--- src/rtl/mc_cmd_pkg.sv ---
// Shared definitions for the memory-controller command encoder and decoder:
// opcodes, encoder FSM states and the 32-bit command word.
package mc_cmd_pkg;

    localparam int unsigned ADDR_W = 28;
    localparam int unsigned OP_W   = 4;
    localparam int unsigned CMD_W  = OP_W + ADDR_W;
    localparam int unsigned CNT_W  = $clog2(16);

    typedef enum logic [OP_W-1:0] {
        OP_NOP = 4'h0,
        OP_ACT = 4'h1,
        OP_RD  = 4'h2,
        OP_WR  = 4'h3,
        OP_PRE = 4'h4
    } mc_opcode_e;

    typedef enum logic [2:0] {
        ST_IDLE,
        ST_PRE,
        ST_WAIT_RP,
        ST_ACT,
        ST_WAIT_RCD,
        ST_RW
    } mc_state_e;

    typedef struct packed {
        mc_opcode_e          opcode;
        logic [ADDR_W-1:0]   addr;
    } mc_cmd_t;

endpackage

--- src/rtl/mc_timing_counter.sv ---
// Loadable down-counter used for the tRP / tRCD waits; saturates at zero.
module mc_timing_counter
    import mc_cmd_pkg::*;
(
    input  logic             clk,
    input  logic             reset,
    input  logic             load,
    input  logic [CNT_W-1:0] load_val,
    input  logic             dec,
    output logic             zero_c
);

    logic [CNT_W-1:0] count_q, count_d;

    always_comb begin
        count_d = count_q;
        if (load) begin
            count_d = load_val;
        end else if (dec && (count_q != '0)) begin
            count_d = count_q - CNT_W'(1);
        end
    end

    always_ff @(posedge clk or negedge reset) begin
        if (!reset) begin
            count_q <= '0;
        end else begin
            count_q <= count_d;
        end
    end

    assign zero_c = (count_q == '0);

endmodule

--- src/rtl/mc_command_encoder.sv ---
// Turns READ/WRITE requests into ACTIVATE/PRECHARGE/READ/WRITE commands,
// tracking one open row and enforcing tRP / tRCD spacing.
module mc_command_encoder
    import mc_cmd_pkg::*;
#(
    parameter int unsigned T_RCD   = 3,
    parameter int unsigned T_RP    = 2,
    parameter int unsigned ROW_LSB = 14
) (
    input  logic              clk,
    input  logic              reset,
    input  logic              req_valid,
    output logic              req_ready,
    input  logic              req_write,
    input  logic [ADDR_W-1:0] req_addr,
    input  logic              flush,
    output logic              cmd_valid,
    input  logic              cmd_ready,
    output logic [CMD_W-1:0]  cmd_out,
    output logic              row_open,
    output logic              busy
);

    localparam int unsigned ROW_W = ADDR_W - ROW_LSB;

    // A wait state covers T-1 cycles, so the counter is loaded with T-2 and the
    // wait state is skipped entirely when T is 1.
    localparam bit               RP_WAIT  = (T_RP > 1);
    localparam bit               RCD_WAIT = (T_RCD > 1);
    localparam logic [CNT_W-1:0] RP_LOAD  = CNT_W'(RP_WAIT ? T_RP - 2 : 0);
    localparam logic [CNT_W-1:0] RCD_LOAD = CNT_W'(RCD_WAIT ? T_RCD - 2 : 0);

    mc_state_e          state_q, state_d;
    logic [ADDR_W-1:0]  hold_addr_q, hold_addr_d;
    logic               hold_write_q, hold_write_d;
    logic               pend_q, pend_d;
    logic [ROW_W-1:0]   open_row_q, open_row_d;
    logic               row_open_q, row_open_d;
    logic               cmd_valid_q, cmd_valid_d;
    mc_cmd_t            cmd_q, cmd_d;
    logic               busy_q, busy_d;

    logic               cnt_load;
    logic [CNT_W-1:0]   cnt_load_val;
    logic               cnt_dec;
    logic               cnt_zero_c;
    logic               accept_c;
    logic               hs_c;
    logic               row_hit_c;

    mc_timing_counter u_timer (
        .clk      (clk),
        .reset    (reset),
        .load     (cnt_load),
        .load_val (cnt_load_val),
        .dec      (cnt_dec),
        .zero_c   (cnt_zero_c)
    );

    assign req_ready = reset && (state_q == ST_IDLE) && !flush;
    assign accept_c  = req_valid && req_ready;
    assign hs_c      = cmd_valid_q && cmd_ready;
    assign row_hit_c = (req_addr[ADDR_W-1:ROW_LSB] == open_row_q);

    // Next-state and request/row bookkeeping
    always_comb begin
        state_d      = state_q;
        hold_addr_d  = hold_addr_q;
        hold_write_d = hold_write_q;
        pend_d       = pend_q;
        open_row_d   = open_row_q;
        row_open_d   = row_open_q;
        cnt_load     = 1'b0;
        cnt_load_val = '0;
        cnt_dec      = 1'b0;

        unique case (state_q)
            ST_IDLE: begin
                if (flush) begin
                    if (row_open_q) begin
                        state_d = ST_PRE;
                        pend_d  = 1'b0;
                    end
                end else if (accept_c) begin
                    hold_addr_d  = req_addr;
                    hold_write_d = req_write;
                    pend_d       = 1'b1;
                    if (!row_open_q) begin
                        state_d = ST_ACT;
                    end else if (row_hit_c) begin
                        state_d = ST_RW;
                    end else begin
                        state_d = ST_PRE;
                    end
                end
            end
            ST_PRE: begin
                if (hs_c) begin
                    row_open_d = 1'b0;
                    if (RP_WAIT) begin
                        cnt_load     = 1'b1;
                        cnt_load_val = RP_LOAD;
                        state_d      = ST_WAIT_RP;
                    end else begin
                        state_d = pend_q ? ST_ACT : ST_IDLE;
                    end
                end
            end
            ST_WAIT_RP: begin
                if (cnt_zero_c) begin
                    state_d = pend_q ? ST_ACT : ST_IDLE;
                end else begin
                    cnt_dec = 1'b1;
                end
            end
            ST_ACT: begin
                if (hs_c) begin
                    row_open_d = 1'b1;
                    open_row_d = hold_addr_q[ADDR_W-1:ROW_LSB];
                    if (RCD_WAIT) begin
                        cnt_load     = 1'b1;
                        cnt_load_val = RCD_LOAD;
                        state_d      = ST_WAIT_RCD;
                    end else begin
                        state_d = ST_RW;
                    end
                end
            end
            ST_WAIT_RCD: begin
                if (cnt_zero_c) begin
                    state_d = ST_RW;
                end else begin
                    cnt_dec = 1'b1;
                end
            end
            ST_RW: begin
                if (hs_c) begin
                    pend_d  = 1'b0;
                    state_d = ST_IDLE;
                end
            end
            default: state_d = ST_IDLE;
        endcase
    end

    // Registered command word derived from the next state; stable while stalled
    always_comb begin
        cmd_valid_d = 1'b0;
        cmd_d       = '{opcode: OP_NOP, addr: '0};
        busy_d      = (state_d != ST_IDLE);
        unique case (state_d)
            ST_PRE: begin
                cmd_valid_d = 1'b1;
                cmd_d       = '{opcode: OP_PRE, addr: {open_row_d, {ROW_LSB{1'b0}}}};
            end
            ST_ACT: begin
                cmd_valid_d = 1'b1;
                cmd_d       = '{opcode: OP_ACT, addr: hold_addr_d};
            end
            ST_RW: begin
                cmd_valid_d = 1'b1;
                cmd_d       = '{opcode: (hold_write_d ? OP_WR : OP_RD), addr: hold_addr_d};
            end
            default: ;
        endcase
    end

    always_ff @(posedge clk or negedge reset) begin
        if (!reset) begin
            state_q      <= ST_IDLE;
            hold_addr_q  <= '0;
            hold_write_q <= 1'b0;
            pend_q       <= 1'b0;
            open_row_q   <= '0;
            row_open_q   <= 1'b0;
            cmd_valid_q  <= 1'b0;
            cmd_q        <= '{opcode: OP_NOP, addr: '0};
            busy_q       <= 1'b0;
        end else begin
            state_q      <= state_d;
            hold_addr_q  <= hold_addr_d;
            hold_write_q <= hold_write_d;
            pend_q       <= pend_d;
            open_row_q   <= open_row_d;
            row_open_q   <= row_open_d;
            cmd_valid_q  <= cmd_valid_d;
            cmd_q        <= cmd_d;
            busy_q       <= busy_d;
        end
    end

    assign cmd_valid = cmd_valid_q;
    assign cmd_out   = cmd_q;
    assign row_open  = row_open_q;
    assign busy      = busy_q;

endmodule

--- config.mk ---
export PLATFORM = sky130hd
export DESIGN_NAME = mc_command_encoder
export DESIGN_NICKNAME = d
export VERILOG_FILES = /design/src/rtl/mc_cmd_pkg.sv /design/src/rtl/mc_timing_counter.sv /design/src/rtl/mc_command_encoder.sv
export SDC_FILE = /design/constraint.sdc
export NUM_CORES = 1
export LEC_CHECK = 0
export CAP_MARGIN = 25
export CORE_MARGIN = 2
export CORE_UTILIZATION = 55
export DETAILED_ROUTE_END_ITERATION = 10
export PLACE_DENSITY = 0.84
export SYNTH_ARGS = -nofsm -noshare
export SYNTH_HDL_FRONTEND = slang
export SYNTH_HIERARCHICAL = 1
export SYNTH_SLANG_ARGS = --single-unit
export TNS_END_PERCENT = 10
--- constraint.sdc ---
create_clock -name clk -period 6.1 [get_ports clk]
set_input_delay 1.22 -clock clk [delete_from_list [all_inputs] [get_ports clk]]
set_output_delay 1.22 -clock clk [all_outputs]
set_load 0.005 [all_outputs]
Yosys cells after proc, flatten, opt, wreduce, memory -nomap -nowiden
Index checks and enable logic that the tools add are counted.
{"block": "word_totals", "ff_bits": 86, "in_bits": 34, "output_inout_bits": 36, "wordCells": 82}
{"block": "op_classes", "add_sub_neg": 1, "mux": 38, "eq_ne": 14, "reduce_logical": 18}
{"cell": "$pmux W31 S3", "n": 1}
{"cell": "$mux W28", "n": 3}
{"cell": "$mux W3", "n": 10}
{"cell": "$mux W14", "n": 2}
{"cell": "$pmux W3 S6", "n": 1}
{"cell": "$mux W1", "n": 16}
{"cell": "$eq A14 B14 Y1", "n": 1}
{"cell": "$eq A3 B2 Y1 const B", "n": 3}
{"cell": "$eq A3 B3 Y1 const B", "n": 3}
{"cell": "$mux W4", "n": 2}
{"cell": "$eq A3 B1 Y1 const B", "n": 2}
{"cell": "$ne A2 B2 Y1 const B", "n": 3}
{"cell": "$ne A3 B3 Y1 const B", "n": 2}
{"cell": "$reduce_bool A2 Y1", "n": 3}
{"cell": "$logic_and A1 B1 Y1", "n": 5}
{"cell": "$logic_not A4 Y1", "n": 1}
{"cell": "$pmux W1 S2", "n": 2}
{"cell": "$reduce_and A4 Y1", "n": 1}
{"cell": "$reduce_bool A4 Y1", "n": 1}
{"cell": "$reduce_or A2 Y1", "n": 2}
{"cell": "$sub A4 B1 Y4 const B", "n": 1}
{"cell": "$logic_not A3 Y1", "n": 1}
{"cell": "$reduce_and A3 Y1", "n": 1}
{"cell": "$reduce_bool A3 Y1", "n": 1}
{"cell": "3 further kinds", "n": 3}

Logic depth before layout (Yosys ltp)
Gate-level depths: netlist (run 1).
{"block": "depth", "ltp_word": 10, "depth_mapped": 12}

Hierarchy
The synthesis (run 1) kept the hierarchy.
{"mod": "mc_command_encoder", "area_per_inst_um2": 3349.5, "seq_area_each_um2": 2026.9, "cells_each": 305, "n_inst": 1}
{"mod": "mc_timing_counter", "area_per_inst_um2": 252.7, "seq_area_each_um2": 100.1, "cells_each": 27, "n_inst": 1}

Worst setup path after synthesis (run 1)
OpenSTA, ideal clock, no wires.
{"block": "synth_timing", "path_type": "input to output", "from": "in reset", "to": "out req_ready", "arrival_time_ns": 1.630, "t_required_ns": 4.880, "n_path_buf": 0, "path_slack_ns": 3.250, "path_stages": 2, "path_cell_list": "nor2b_1 > and2_1"}
{"block": "synth_between", "elab_chain_cells": 2}
{"element": "from (decl)", "line": "mc_command_encoder.sv:11", "text": "input logic reset,"}
{"element": "$logic_and A1 B1 Y1 (2 in a row)", "line": "mc_command_encoder.sv:60", "text": "assign req_ready = reset && (state_q == ST_IDLE) && !flush;"}
{"element": "to (decl)", "line": "mc_command_encoder.sv:13", "text": "output logic req_ready,"}
No other way between the ends.

Worst setup path in the final report (run 1)
Same ends and word-level chain as after synthesis.

==> results.json, run 1 <==
{
  "hold_viol": 0,
  "coreArea_um2": 6350,
  "clockBufferDepth": 2,
  "numCtsBuffers": 9,
  "rsz0062_at_grt": "false",
  "synth_area_per_cell_um2": 10.9,
  "grt.total_usage_pct": 21.3,
  "clk_latency_ps": 340,
  "drive_gt1_share_pct": 13.7,
  "syn_inst": 332,
  "crit_fanout": 42,
  "powerDensity_nw_per_um2": 476,
  "synth_area_leaders": "dfrtp_1 (59%), nand2_1 (10%), mux2_2 (4.4%)",
  "fin_cells": 487,
  "setup_viol": 0,
  "fin_setup_tns_ps": 0,
  "numPortBuffers": 68,
  "fin_crit_ps": 3890,
  "final_util_pct": 71.9,
  "start_util_pct": 56.7,
  "synth-async-reset-ratio_pct": 100,
  "drt_pass1_iterations": 4,
  "clock-sinks": 85,
  "status": "finished clean",
  "slew_headroom_pct": 40.8,
  "grt_max_degree": 46,
  "die_w_um": 84.9,
  "p_total_mw": 2.17,
  "netlist-cell-type-count": 46,
  "period_share_pct": 63.8,
  "ys.flop_type": "dfrtp_1",
  "critical_path_class": "in2out",
  "placed_cell_area_um2": 4350,
  "leakagePower_nw": 2.18,
  "synth_top_area_share_pct": 59.0,
  "num_antenna_cells": 0,
  "yosysWarningCount": 6,
  "io-pin-count": 70,
  "max_freq_mhz": 257,
  "die_y_um": 84.9,
  "via_per_inst": 5.20,
  "grt_antenna_before_repair": 0,
  "max_cap_violations": 0,
  "cts_tree": "built",
  "maxSlewViolCount": 0,
  "fin_area_um2": 4560,
  "cts_resized": 0,
  "first_iter_violations": 134,
  "critical_path_arrival_ps": 2670,
  "h-tree-depth": 3,
  "wl_um": 7180,
  "ys_ff_latch": 85,
  "clockRootBuffer": "clkbuf_8",
  "hpwl_um": 4970,
  "setup_ws_ps": 2210,
  "die_area_um2": 7210,
  "crit_path_end_kind": "primary output",
  "synth_top_area_cell": "dfrtp_1",
  "wl_per_cell_um": 14.7,
  "tightest_slew_ps": 886,
  "antenna_left": 0,
  "n_fill_cell": 418,
  "dp_cells": 471,
  "hp-class": "reg2reg",
  "overflow": 0,
  "ctsHoldBuffers": 0,
  "path_clk_slew_ps": 70,
  "netlist_area_um2": 3600,
  "postCtsSetupRepairBufs": 0,
  "yosysSeqAreaShare_pct": 59.0,
  "grt_pass1_wl_um": 12100,
  "grt_pass1_vias": 2631,
  "rows": 29,
  "cp.required_ps": 4880,
  "start_kind": "input port",
  "areaGrowthSynthToFinish_pct": 26.7,
  "synth_edf_count": 0,
  "skew_ps": 6.98,
  "hold_slack_ps": 471,
  "ir_worst_vdd_mv": 0.331,
  "num_vias": 2530,
  "route.detailed.drc": 0,
  "preCtsSetupSlack_ps": 2190,
  "place_congestion": 0.782,
  "fin_nets": 440
}
[placed cells by master, fill, tap and decap left out, drive strengths merged, types with 3 or more instances in the layout]
cell type / synthesis / routed
nand2: 99 / 99
dfrtp: 85 / 85
clkdlybuf4s50: 0 / 67
nor2: 21 / 21
nor2b: 18 / 18
mux2: 14 / 14
mux2i: 14 / 14
clkbuf: 5 / 14
xnor2: 11 / 11
inv: 7 / 8
a21oi: 7 / 7
buf: 8 / 5
conb: 1 / 4
nor3: 4 / 4
nand2b: 3 / 3
o22ai: 3 / 3
xor2: 3 / 3
nand4: 3 / 3
[kinds of logic after synthesis]
logic type	count (synthesis)	synth area share [%]
AND/OR/NAND/NOR	162	22.1
adder cells (fa/ha/maj)	1	0.347
AO/OA/AOI/OAI	21	3.86
buffers and inverters	20	2.88
XOR/XNOR	14	3.40
other	1	0.104
flip-flops	85	59.0
multiplexers	28	8.27
[routing by layer]
layer  global-route usage (%)  vias up  share of wire [%]
met3                     3.40       17                2.7
met4                     9.38        0                2.3
met5                        0        -                  0
met1                     29.0     1249                 45
met2                     34.2       50                 50
li1                         -     1214                  -
[power breakdown]
part           leakage [nW]  internal, mW  switching, mW
sequential             1.11         0.780          0.119
combinational         0.965         0.427          0.432
clock                 0.107         0.225          0.189
total                  2.18          1.43          0.740
[flip-flops by register name (all words and copies together) (netlist names)]
signal and cells:
hold_write_q 1, cmd_valid 1, open_row_q 14, u_timer/count_q 4, row_open 1, pend_q 1
busy 1, cmd_out 31, state_q 3, hold_addr_q 28
[path summary, 6_finish.rpt]
kind / from / end / slack [ps] / cells after the start
max in group asynchronous: reset / cmd_out[9] / 4310 / 2
hold reg to reg: hold_addr_q[12] / hold_addr_q[12] / 470 / 2
min in group asynchronous: reset / cmd_out[19] / 840 / 1
setup / recovery: reset / req_ready / 2210 / 4
hold / removal: hold_addr_q[12] / hold_addr_q[12] / 470 / 2
setup reg to reg: u_timer/count_q[0] / cmd_out[3] / 3180 / 11
[critical path, stage by stage]
cell and delay, ps:
buf_4 420, nor2b_1 350, and2_1 170, clkdlybuf4s50_1 490
[Yosys cell counts (2+ instances only)]
master    count
nand4_1       3
dfrtp_1      85
nor3_1        2
a211oi_1      2
buf_1         2
and2_1        2
a31o_2        2
nand2b_1      3
nor3b_1       2
nand2_1      99
inv_1         7
xor2_1        3
o22ai_1       3
nor2_1       20
clkbuf_1      5
mux2_2       14
xnor2_1      11
nor2b_1       8
a21oi_1       7
nor2b_2      10
buf_6         3
buf_2         2
mux2i_1      14
[area by class of cell]
class	count	area [µm²]	area share, %
flip-flops and latches	85	2130	46.6
multi-input cells	230	1390	30.4
repair buffers	72	716	15.7
clock buffers	14	173	3.78
well taps	77	96.3	2.11
clock inverters	2	38.8	0.850
inverters	7	26.3	0.576
No activity file was read; power rests on OpenSTA's default activity.
==> run 2: changes to the inputs <==
CORE_UTILIZATION = 46   (was 55)
PLACE_DENSITY = 0.75   (was 0.84)
clock period = 3.3 ns   (was 6.1 ns; I/O delays follow)
==> run 2 against run 1 <==
Critical path depth grew 7; largest cell class unchanged; sequential share of layout area shrank 1.2 points; critical endpoint is now cmd_out[24]; register-to-register slack lost 2700 ps.
==> results.json, run 2 (same netlist as run 1, synthesis figures left out) <==
{
  "p_switching_mw": 1.41,
  "critical_path_arrival_ps": 3030,
  "slew_headroom_pct": 55.2,
  "grt_antenna_before_repair": 0,
  "max_freq_mhz": 358,
  "path_clk_slew_ps": 90,
  "maxSlewViolCount": 0,
  "num_vias": 2487,
  "swShare_pct": 33.5,
  "num_antenna_cells": 0,
  "start_kind": "flop",
  "clk_latency_ps": 350,
  "wl_per_cell_um": 14.7,
  "largest_reg_flops": 31,
  "first_iter_violations": 169,
  "skew_ps": 6.98,
  "placed_cell_area_um2": 4430,
  "preCtsSetupSlack_ps": 545,
  "hp-class": "in2async",
  "reg2reg_slack_ps": 510,
  "grt_pass1_vias": 2591,
  "setup_viol": 0,
  "drt_pass1_iterations": 4,
  "clock_power_share_pct": 21.8,
  "fin_nets": 445,
  "setup_ws_ps": 506,
  "r2r_start": "u_timer/count_q[0]",
  "internal_power_mw": 2.79,
  "hold_viol": 0,
  "crit_path_end_kind": "flop",
  "tightest_slew_ps": 672,
  "numCtsBuffers": 9,
  "grt_pass1_wl_um": 12500,
  "leakagePower_nw": 2.22,
  "io-pin-count": 70,
  "final_common_cell": "nand2_1",
  "ctsHoldBuffers": 0,
  "via_per_inst": 4.81,
  "h-tree-depth": 3,
  "path_common_cell": "inv_1",
  "crit_fanout": 12,
  "areaGrowthSynthToFinish_pct": 29.9,
  "place_congestion": 0.801,
  "status": "finished clean",
  "p_total_mw": 4.19,
  "postCtsSetupRepairBufs": 0,
  "cts_tree": "built",
  "clock-sinks": 85,
  "numPortBuffers": 68,
  "rows": 32,
  "critical_path_class": "reg2reg",
  "rr_worst_depth": 11,
  "antenna_left": 0,
  "layout_common_cells": "nand2_1 (99), dfrtp_1 (85), clkdlybuf4s50_1 (67), nor2_1 (20)",
  "hpwl_um": 5100,
  "cts_resized": 0,
  "max_stage_delay_ps": 430,
  "die_w_um": 92.5,
  "critical_path_depth": 11,
  "coreArea_um2": 7650,
  "fin_area_um2": 4680,
  "overflow": 0,
  "cp.required_ps": 3540,
  "clockRootBuffer": "clkbuf_8",
  "start_util_pct": 47.1,
  "route.detailed.drc": 0,
  "die_y_um": 92.5,
  "clockBufferDepth": 2,
  "worstReg2RegEnd": "cmd_out[24]",
  "grt.total_usage_pct": 19.0,
  "rsz0062_at_grt": "false",
  "grt_max_degree": 55,
  "pwr-share-seq_pct": 39.6,
  "drive_gt1_share_pct": 15.2,
  "cp_num_buf_inv": 3,
  "period_share_pct": 84.7,
  "combPwrFrac_pct": 38.6,
  "max_cap_violations": 0,
  "fin_setup_tns_ps": 0,
  "path_delay_family": "simple AND/OR/NAND/NOR gates",
  "fin_crit_ps": 2790,
  "wl_um": 7590,
  "ir_worst_vdd_mv": 0.341,
  "powerDensity_nw_per_um2": 896,
  "cp_slowest_cell": "a21boi_2",
  "worstPathCellList": "inv_1, ha_1, or3b_4, inv_1, nor3b_1, o22ai_1, a211oi_1, a21boi_2, buf_12, mux2i_1, nor2_1",
  "die_area_um2": 8550
}
run 2: area by class of cell:
| type | instances | area, µm² |
|---|---|---|
| multi-input cells | 230 | 1390 |
| inverters | 7 | 26.3 |
| flip-flops and latches | 85 | 2130 |
| clock inverters | 6 | 118 |
| well taps | 102 | 128 |
| repair buffers | 77 | 758 |
| clock buffers | 10 | 138 |
| fillers | 625 | 2970 |
run 2: power by group through the flow:
stage	sequential (mW)	clock, mW	combinational, mW
after detailed placement	1.68	0	1.63
after floorplan	1.64	0	1.07
after CTS	1.66	0.927	1.63
after global placement	1.66	0	1.59
after global routing	1.71	0.969	1.79
final	1.66	0.913	1.62
run 2: through the flow:
stage                     utilization [%]  instances  hold WS [ps]
after floorplan                         -        335           364
after CTS                            61.2        517           353
after detailed placement             57.9        501           452
final                                61.2        517           354
after global routing                 61.2        517           367
after global placement               57.9        501           446
run 2: worst max path at each step:
| stage | start | to | slack (ps) |
|---|---|---|---|
| final | u_timer/count_q[0] | cmd_out[24] | 510 |
| after global routing | u_timer/count_q[0] | cmd_out[16] | 290 |
| after CTS | u_timer/count_q[0] | cmd_out[24] | 510 |
| after detailed placement | u_timer/count_q[0] | cmd_out[24] | 540 |
| after global placement | cmd_ready | cmd_out[18] | 630 |
| after floorplan | u_timer/count_q[0] | cmd_out[14] | 880 |
run 2: worst reg2reg max path: cells and delay by family, from the launching register on:
family / cells / cell delay, ps
flip-flops: 1 / 380
adder cells (fa/ha/maj): 1 / 200
multiplexers: 1 / 200
buffers and inverters: 3 / 420
AND/OR/NAND/NOR: 3 / 740
AO/OA/AOI/OAI: 3 / 740
run 2: per-layer routing:
| metal | GRT usage, % | vias up | share of wire, % |
|---|---|---|---|
| met1 | 24.7 | 1200 | 46 |
| met3 | 3.17 | 14 | 2.7 |
| met4 | 9.20 | 0 | 2.0 |
| li1 | - | 1229 | - |
| met5 | 0 | - | 0 |
| met2 | 30.9 | 44 | 49 |
